==> config.mk <==
export PLATFORM = sky130hd
export DESIGN_NAME = stopwatch_display
export DESIGN_NICKNAME = d
export VERILOG_FILES = /design/src/rtl/stopwatch_pkg.sv /design/src/rtl/stopwatch_display_seg7_decode.sv /design/src/rtl/stopwatch_display.sv
export SDC_FILE = /design/constraint.sdc
export NUM_CORES = 1
export LEC_CHECK = 0
export ABC_AREA = 1
export CAP_MARGIN = 0
export CELL_PAD_IN_SITES_DETAIL_PLACEMENT = 1
export CELL_PAD_IN_SITES_GLOBAL_PLACEMENT = 2
export CORE_MARGIN = 3
export CORE_UTILIZATION = 34
export CTS_BUF_LIST = sky130_fd_sc_hd__clkbuf_8
export DETAILED_ROUTE_END_ITERATION = 8
export GPL_TIMING_DRIVEN = 0
export PLACE_DENSITY = 0.78
export SETUP_SLACK_MARGIN = 0.4
export SYNTH_ARGS = -nofsm -noshare
export SYNTH_HDL_FRONTEND = slang
export SYNTH_HIERARCHICAL = 1
export SYNTH_SLANG_ARGS = --single-unit
==> constraint.sdc <==
create_clock -name clk -period 2.38 [get_ports clk]
set_input_delay 0.357 -clock clk [delete_from_list [all_inputs] [get_ports clk]]
set_output_delay 0.357 -clock clk [all_outputs]
set_load 0.005 [all_outputs]
==> src/rtl/stopwatch_pkg.sv <==
// Shared constants for the stopwatch display path: active-low segment patterns,
// digit-slot indices and the all-off anode value.
package stopwatch_pkg;

    // {g,f,e,d,c,b,a}, active-low
    localparam logic [6:0] SEG_0    = 7'b1000000;
    localparam logic [6:0] SEG_1    = 7'b1111001;
    localparam logic [6:0] SEG_2    = 7'b0100100;
    localparam logic [6:0] SEG_3    = 7'b0110000;
    localparam logic [6:0] SEG_4    = 7'b0011001;
    localparam logic [6:0] SEG_5    = 7'b0010010;
    localparam logic [6:0] SEG_6    = 7'b0000010;
    localparam logic [6:0] SEG_7    = 7'b1111000;
    localparam logic [6:0] SEG_8    = 7'b0000000;
    localparam logic [6:0] SEG_9    = 7'b0010000;
    localparam logic [6:0] SEG_DASH = 7'b0111111;
    localparam logic [6:0] SEG_OFF  = 7'b1111111;

    localparam logic [1:0] DIG_TEN = 2'd0;
    localparam logic [1:0] DIG_SEC = 2'd1;
    localparam logic [1:0] DIG_MIN = 2'd2;

    localparam logic [2:0] AN_OFF = 3'b111;

    typedef enum logic {
        PH_OFF = 1'b0,
        PH_ON  = 1'b1
    } phase_t;

endpackage

==> src/rtl/stopwatch_display_seg7_decode.sv <==
// BCD digit to active-low seven-segment pattern; codes 10-15 render as a dash
// so a corrupted time bus is visible rather than silently wrong.
module seg7_decode
    import stopwatch_pkg::*;
(
    input  logic [3:0] bcd,
    output logic [6:0] seg
);

    always_comb begin
        seg = SEG_DASH;
        case (bcd)
            4'd0: seg = SEG_0;
            4'd1: seg = SEG_1;
            4'd2: seg = SEG_2;
            4'd3: seg = SEG_3;
            4'd4: seg = SEG_4;
            4'd5: seg = SEG_5;
            4'd6: seg = SEG_6;
            4'd7: seg = SEG_7;
            4'd8: seg = SEG_8;
            4'd9: seg = SEG_9;
            default: seg = SEG_DASH;
        endcase
    end

endmodule

==> src/rtl/stopwatch_display.sv <==
// Three-digit multiplexed common-anode display driver with lap-freeze shadow,
// blink and blanking. Define STOPWATCH_DISP_LZB_EN to blank a leading zero minute.
module stopwatch_display
    import stopwatch_pkg::*;
#(
    parameter int SCAN_DIV  = 50000,
    parameter int BLINK_DIV = 25000000
) (
    input  logic       clk,
    input  logic       reset,
    input  logic [3:0] minutes_bcd,
    input  logic [3:0] seconds_bcd,
    input  logic [3:0] tenths_bcd,
    input  logic       load,
    input  logic       flash_req,
    input  logic       blank,
    output logic [6:0] seg,
    output logic       dp,
    output logic [2:0] an
);

    localparam int SW = (SCAN_DIV  > 1) ? $clog2(SCAN_DIV)  : 1;
    localparam int BW = (BLINK_DIV > 1) ? $clog2(BLINK_DIV) : 1;
    localparam logic [SW-1:0] SCAN_LAST  = SW'(SCAN_DIV - 1);
    localparam logic [BW-1:0] BLINK_LAST = BW'(BLINK_DIV - 1);

    logic [3:0]    sh_min, sh_sec, sh_ten;
    logic [1:0]    idx;
    logic [SW-1:0] scan_cnt;
    logic [BW-1:0] blink_cnt, blink_cnt_nxt;
    phase_t        phase, phase_nxt;
    logic          flash_q;
    logic [3:0]    digit;
    logic [6:0]    seg_dec;
    logic          lzb_dark;
    logic [2:0]    an_nxt;
    logic [6:0]    seg_nxt;
    logic          dp_nxt;

    // The output stage looks at the phase being written this edge, so the
    // first dark cycle coincides with the flash_req rising edge.
    always_comb begin
        blink_cnt_nxt = blink_cnt + 1'b1;
        phase_nxt     = phase;
        if (flash_req && !flash_q) begin
            blink_cnt_nxt = '0;
            phase_nxt     = PH_OFF;
        end else if (blink_cnt == BLINK_LAST) begin
            blink_cnt_nxt = '0;
            phase_nxt     = (phase == PH_OFF) ? PH_ON : PH_OFF;
        end
    end

    always_comb begin
        case (idx)
            DIG_SEC: digit = sh_sec;
            DIG_MIN: digit = sh_min;
            default: digit = sh_ten;
        endcase
    end

    seg7_decode u_dec (
        .bcd (digit),
        .seg (seg_dec)
    );

`ifdef STOPWATCH_DISP_LZB_EN
    assign lzb_dark = (idx == DIG_MIN) && (sh_min == 4'd0);
`else
    assign lzb_dark = 1'b0;
`endif

    always_comb begin
        an_nxt  = AN_OFF;
        seg_nxt = SEG_OFF;
        dp_nxt  = 1'b1;
        if (!blank && !(flash_req && phase_nxt == PH_OFF) && !lzb_dark) begin
            an_nxt  = ~(3'b001 << idx);
            seg_nxt = seg_dec;
            dp_nxt  = (idx != DIG_SEC);
        end
    end

    always_ff @(posedge clk) begin
        if (!reset) begin
            sh_min    <= '0;
            sh_sec    <= '0;
            sh_ten    <= '0;
            idx       <= DIG_TEN;
            scan_cnt  <= '0;
            blink_cnt <= '0;
            phase     <= PH_OFF;
            flash_q   <= 1'b0;
            an        <= AN_OFF;
            seg       <= SEG_OFF;
            dp        <= 1'b1;
        end else begin
            if (load) begin
                sh_min <= minutes_bcd;
                sh_sec <= seconds_bcd;
                sh_ten <= tenths_bcd;
            end
            if (scan_cnt == SCAN_LAST) begin
                scan_cnt <= '0;
                idx      <= (idx == DIG_MIN) ? DIG_TEN : idx + 2'd1;
            end else begin
                scan_cnt <= scan_cnt + 1'b1;
            end
            blink_cnt <= blink_cnt_nxt;
            phase     <= phase_nxt;
            flash_q   <= flash_req;
            an        <= an_nxt;
            seg       <= seg_nxt;
            dp        <= dp_nxt;
        end
    end

endmodule

## Word-level counts from Yosys, hierarchy flattened

Memory sizes are Yosys's and may differ from the RTL's. A register that Yosys moved wholly into a read port is not among the register bits.
Cells that the tools add are included.

- Word-level logic and storage cells: 38
- Output and inout bits: 11
- Bits in read-only memories: 112
- Bits in registers: 61
- Memories: 1

Memory list:

| memory | depth | bits a word | rd ports | clocked after Yosys merged registers in | write ports | RTL line | text |
|---|---|---|---|---|---|---|---|
| (name not given) | 16 | 7 | 1 | 1 | 0 | stopwatch_display_seg7_decode.sv:12 | `case (bcd)` |

- Shifts and indexed selects: 1
- Muxes and demuxes: 5
- Reduce and logical (&&, ||, !) cells: 10
- Add/subtract/negate cells: 3
- Bitwise operators: 3
- Eq/ne operators: 5

Operator list:

| kind | count |
|---|---|
| adder 25 x 1 -> 25 bit, second input constant | 1 |
| == test 25 bit, second input constant | 1 |
| adder 16 x 1 -> 16 bit, second input constant | 1 |
| == test 16 bit, second input constant | 1 |
| one-hot mux 4 bit (2 select lines) | 1 |
| logical NOT 1 bit | 4 |
| logical AND 1 bit | 3 |
| 2-to-1 mux 1 bit | 3 |
| NOT 3 bit | 1 |
| OR reduction 3 bit | 1 |
| left shift 1 x 2 -> 3 bit, first input constant | 1 |
| adder 2 x 1 -> 2 bit, second input constant | 1 |
| == test 2 x 1 -> 1 bit, second input constant | 1 |
| == test 2 bit, second input constant | 1 |
| 2-to-1 mux 2 bit | 1 |
| inequality test 2 x 1 -> 1 bit, second input constant | 1 |
| NOT 1 bit | 2 |
| AND reduction 2 bit | 1 |
| OR reduction 2 bit | 1 |

## Longest topological paths before layout

- Depth in word-level cells: 9
- Mapped depth: 13
- Depth with buffers taken out: 12

## Hierarchy

Netlist, hierarchy kept.

By module, submodules not included:

| module | cells an instance | times used | area an instance (sq um) |
|---|---|---|---|
| stopwatch_display | 427 | 1 | 3,106.7 |
| seg7_decode | 35 | 1 | 187.7 |

## Worst setup path after synthesis

OpenSTA, ideal clock, no wires.

- Path type: flip-flop to flip-flop
- Start: register idx[0]
- End: register seg[3]
- Stages on the path, launching flop included: 13
- Arrival time: 1.885 ns
- Period minus slack after synthesis: 2.022 ns
- Path buffers: 1
- Slack: 0.358 ns
- Cell sequence: dfxtp_1 -> inv_1 -> ha_1 -> clkbuf_1 -> nor2_1 -> a31oi_1 -> inv_1 -> ha_1 -> nand2_1 -> nand3_1 -> nand2_1 -> inv_1 -> nand3_1

- Word-level cells in the longest chain between the ends: 2
- Elaborated cells between the ends (all ways): 3
- Classes of those cells: 2 x eq/ne; 1 x mux

Ends and longest elaborated chain:

| what | RTL line | text |
|---|---|---|
| from (decl) | stopwatch_display.sv:28 | `logic [1:0] idx;` |
| from (signal assigned) | stopwatch_display.sv:105 | `idx <= (idx == DIG_MIN) ? DIG_TEN : idx + 2'd1;` |
| == test 2 bit / == test 2 x 1 -> 1 bit (equally long branches) | stopwatch_display.sv:55 | `case (idx)` |
| one-hot mux 4 bit (2 select lines) * | stopwatch_display.sv:55 |  |
| named net digit[0] | stopwatch_display.sv:33 | `logic [3:0] digit;` |
| to (decl) | stopwatch_display.sv:17 | `output logic [6:0] seg,` |

The timed path passes the listed nets; every way through them passes the cells marked *.
A chain may end at the register's enable or synchronous reset.

## Worst setup path in the final report

- Start: register idx[1]
- End: register seg[3]

Same word-level chain as after synthesis.

==> metrics <==
wire per inst between 10 and 15 um; clock-pin slew of the registers on the worst-case setup and hold paths roughly 80 ps; Pwr Density about 570 mW/mm2; setup TNS 0 ps; sw frac 23.2%; syn nets roughly 500; Cell Area, Synth between 0.003 and 0.004 mm2; area delta synth->final 23.0%; critical path class flop to flop; Hold WC Path Type input pin to flop; Rows 35; outcome completed; Data arrival, critical path slightly above 2000 ps; DR iter-0 viols 76; global-route wire length before repair between 10 and 15 mm; GR Overflow Total 0; clk buf depth 2; number of I/O pins 28; largest net degree at the start of global routing 11; overall routed net length just over 8 mm; maximum vdd ir drop 0.316 mV; CP endpoint kind flop; flops & latches, synth 67; crit share post-route between 70% and 80%; critical path startpoint category flop; Critical Path RT ~2600 ps; number of distinct library cells after synthesis 33; normalized max-slew margin between 50% and 60%; layout cell share with drive strength beyond 1 about an eighth; Comb pwr share between 7 and 8%; Layout Nets roughly 530; H-tree depth 3; die width around 100 um; critical path peak fanout 7; maxcap violations 0; final setup vio count 0; crit path time final about 1900 ps; internal power about 1.8 mW; clock sink count 67; CTS tree yes; final worst setup slack around 520 ps; final non-filler cell area slightly above 0.004 mm2; sequential power share 49.9%; multi-input logic area 0.00173 mm2; drt first pass iters 4; fmax approximately 0.54 GHz; top cells by area, synth dfxtp_1, nor2_1, nand2_1, inv_1, nand3_1; core box area slightly above 0.009 mm2; Syn. warnings 6; hold-fix buffer count after cts 0; clk_skew around 11 ps; max-slew violations 0; Placement Setup Slack ~13 ps; Post-Syn Instances between 400 and 500; GR Util All Layers 15.6%; register area about 0.0013 mm2; Switch Pwr ~0.54 mW; syn avg cell area 7.13 um2; initial antenna violation count 0; area leader, netlist dfxtp_1; vias per std cell ~4.7; initial core utilization 35.3%; die footprint 0.0109 mm2; Placed Area roughly 0.0037 mm2; final antenna-violating net count 0; gp weighted congestion roughly 0.75; Diodes inserted 0; Root Buffer clkbuf_8; hpwl dp ~6.3 mm; clock share of power 42.4%; Slew @ Worst Pin a little under 700 ps; Num CTS Buffers 9; leakage power approximately 1.5 nW; Clock Latency Late Sink approximately 340 ps; Final Hold Viols 0; Seq/Total Area, Yosys 40.7%; Buffers on Ports 26; Yosys top cell area share about two fifths; Filler Cell Count around 1200; RSZ-0062 raised after global routing false; # DRC 0; die height between 100 and 150 um; vias 2993; vias in the first global route 3005
==> critical path, stage by stage, from the launching register on <==
cell	delay (ps)
dfxtp_2	350
inv_2	70
ha_4	280
buf_8	130
nor2_2	50
a31oi_4	170
inv_2	80
ha_1	280
nand2_1	60
nand3_1	80
nand2_1	50
inv_1	50
nand3_1	70
==> cells in the mapped netlist <==
master,n
nor2_1,86
nand2_1,84
dfxtp_1,67
inv_1,59
nand3_1,33
a21oi_1,20
o21ai_0,19
ha_1,12
nor3_1,11
nand4_1,9
xor2_1,8
a31oi_1,5
nor2_2,5
nor3b_1,5
inv_2,4
or2_0,4
buf_6,3
clkbuf_1,3
nand2_2,3
nand3_2,3
nand3b_1,3
nor3_2,3
nand2_4,2
nor2_4,2
a21oi_2,1
buf_1,1
buf_2,1
buf_4,1
nand2b_1,1
nand3_4,1
nor4_1,1
or2_2,1
xnor2_1,1
==> final timing paths <==
kind                                 from                       to  slack, ps  cells past startpoint
setup / recovery      idx[1]$_SDFFE_PN0P_        seg[3]$_SDFF_PN1_        520                     12
hold / removal                      reset   sh_sec[3]$_SDFFE_PN0P_        380                      3
setup reg to reg      idx[1]$_SDFFE_PN0P_        seg[3]$_SDFF_PN1_        520                     12
hold reg to reg   blink_cnt[0]$_SDFF_PP0_  blink_cnt[0]$_SDFF_PP0_        450                      1
==> cell type report <==
class                      instances  area share, %
clock inverter                     2          0.865
multi-input combinational        323           42.7
buffer                             9           1.79
clock buffer                      12           4.08
inverter                          63           5.84
sequential                        67           33.2
tap                              129           3.98
timing repair buffer              32           7.54
==> cell usage in the layout (no fill, tap or decap), types with 4 or more instances in the layout <==
| master | Yosys | layout |
|---|---|---|
| nand2_1 | 84 | 84 |
| nor2_1 | 86 | 83 |
| dfxtp_1 | 67 | 65 |
| inv_1 | 59 | 55 |
| nand3_1 | 33 | 33 |
| clkdlybuf4s50_1 | 0 | 26 |
| a21oi_1 | 20 | 20 |
| o21ai_0 | 19 | 19 |
| clkbuf_8 | 0 | 12 |
| nor3_1 | 11 | 11 |
| nand4_1 | 9 | 9 |
| ha_1 | 12 | 9 |
| inv_2 | 4 | 8 |
| nor2_2 | 5 | 8 |
| xor2_1 | 8 | 8 |
| buf_4 | 1 | 7 |
| nor3b_1 | 5 | 5 |
| or2_0 | 4 | 4 |
==> sequential cells by signal, indices dropped and copies added (netlist names) <==
register,count
scan_cnt,16
sh_min,4
sh_sec,4
idx,2
blink_cnt,25
phase,1
flash_q,1
seg,7
an,3
sh_ten,4
==> metrics by stage <==
| step | std cells | power, mW | util [%] | hold slack (ps) |
|---|---|---|---|---|
| 2_1_floorplan | 462 | 1.28 | - | 417 |
| 3_3_place_gp | 617 | 1.35 | 39.9 | 428 |
| 3_5_place_dp | 617 | 1.36 | 39.9 | 438 |
| 4_1_cts | 635 | 2.36 | 42.9 | 369 |
| 5_1_grt | 637 | 2.44 | 43.4 | 383 |
| 6_report | 637 | 2.33 | 43.4 | 382 |
==> cell families (layout without fill, tap and decap cells) <==
logic type,count (synthesis),after routing,synth area share (%)
AND/OR/NAND/NOR,257,257,36.2
buffers and inverters,72,118,9.04
flip-flops,67,67,40.7
AO/OA/AOI/OAI,45,45,7.14
adder cells (fa/ha/maj),12,12,4.56
XOR/XNOR,9,9,2.39
==> power by group through the flow <==
stage / Clock [mW] / Sequential, mW / Combinational, mW
floorplan: 0 / 1.18 / 0.0978
global placement: 0 / 1.19 / 0.165
detailed placement: 0 / 1.19 / 0.169
CTS: 1.02 / 1.16 / 0.178
global route: 1.07 / 1.17 / 0.202
finish: 0.987 / 1.16 / 0.177
==> repair_timing <==
| action | 4_1_cts | 5_1_grt |
|---|---|---|
| gates resized for setup | 13 | 9 |
| buffers inserted | 4 | 2 |
| hold endpoints to repair | 0 | 0 |
| setup endpoints to repair | 7 | 7 |
| pin swaps | 0 | 1 |
==> layer usage <==
metal,share of wire [%],GRT usage (%),vias to the layer above
met5,0,0,-
met4,1.8,6.17,0
met3,2.0,2.42,11
met2,48,26.1,29
met1,48,20.1,1400
li1,-,-,1553
Power figures use the tool's default switching activity.
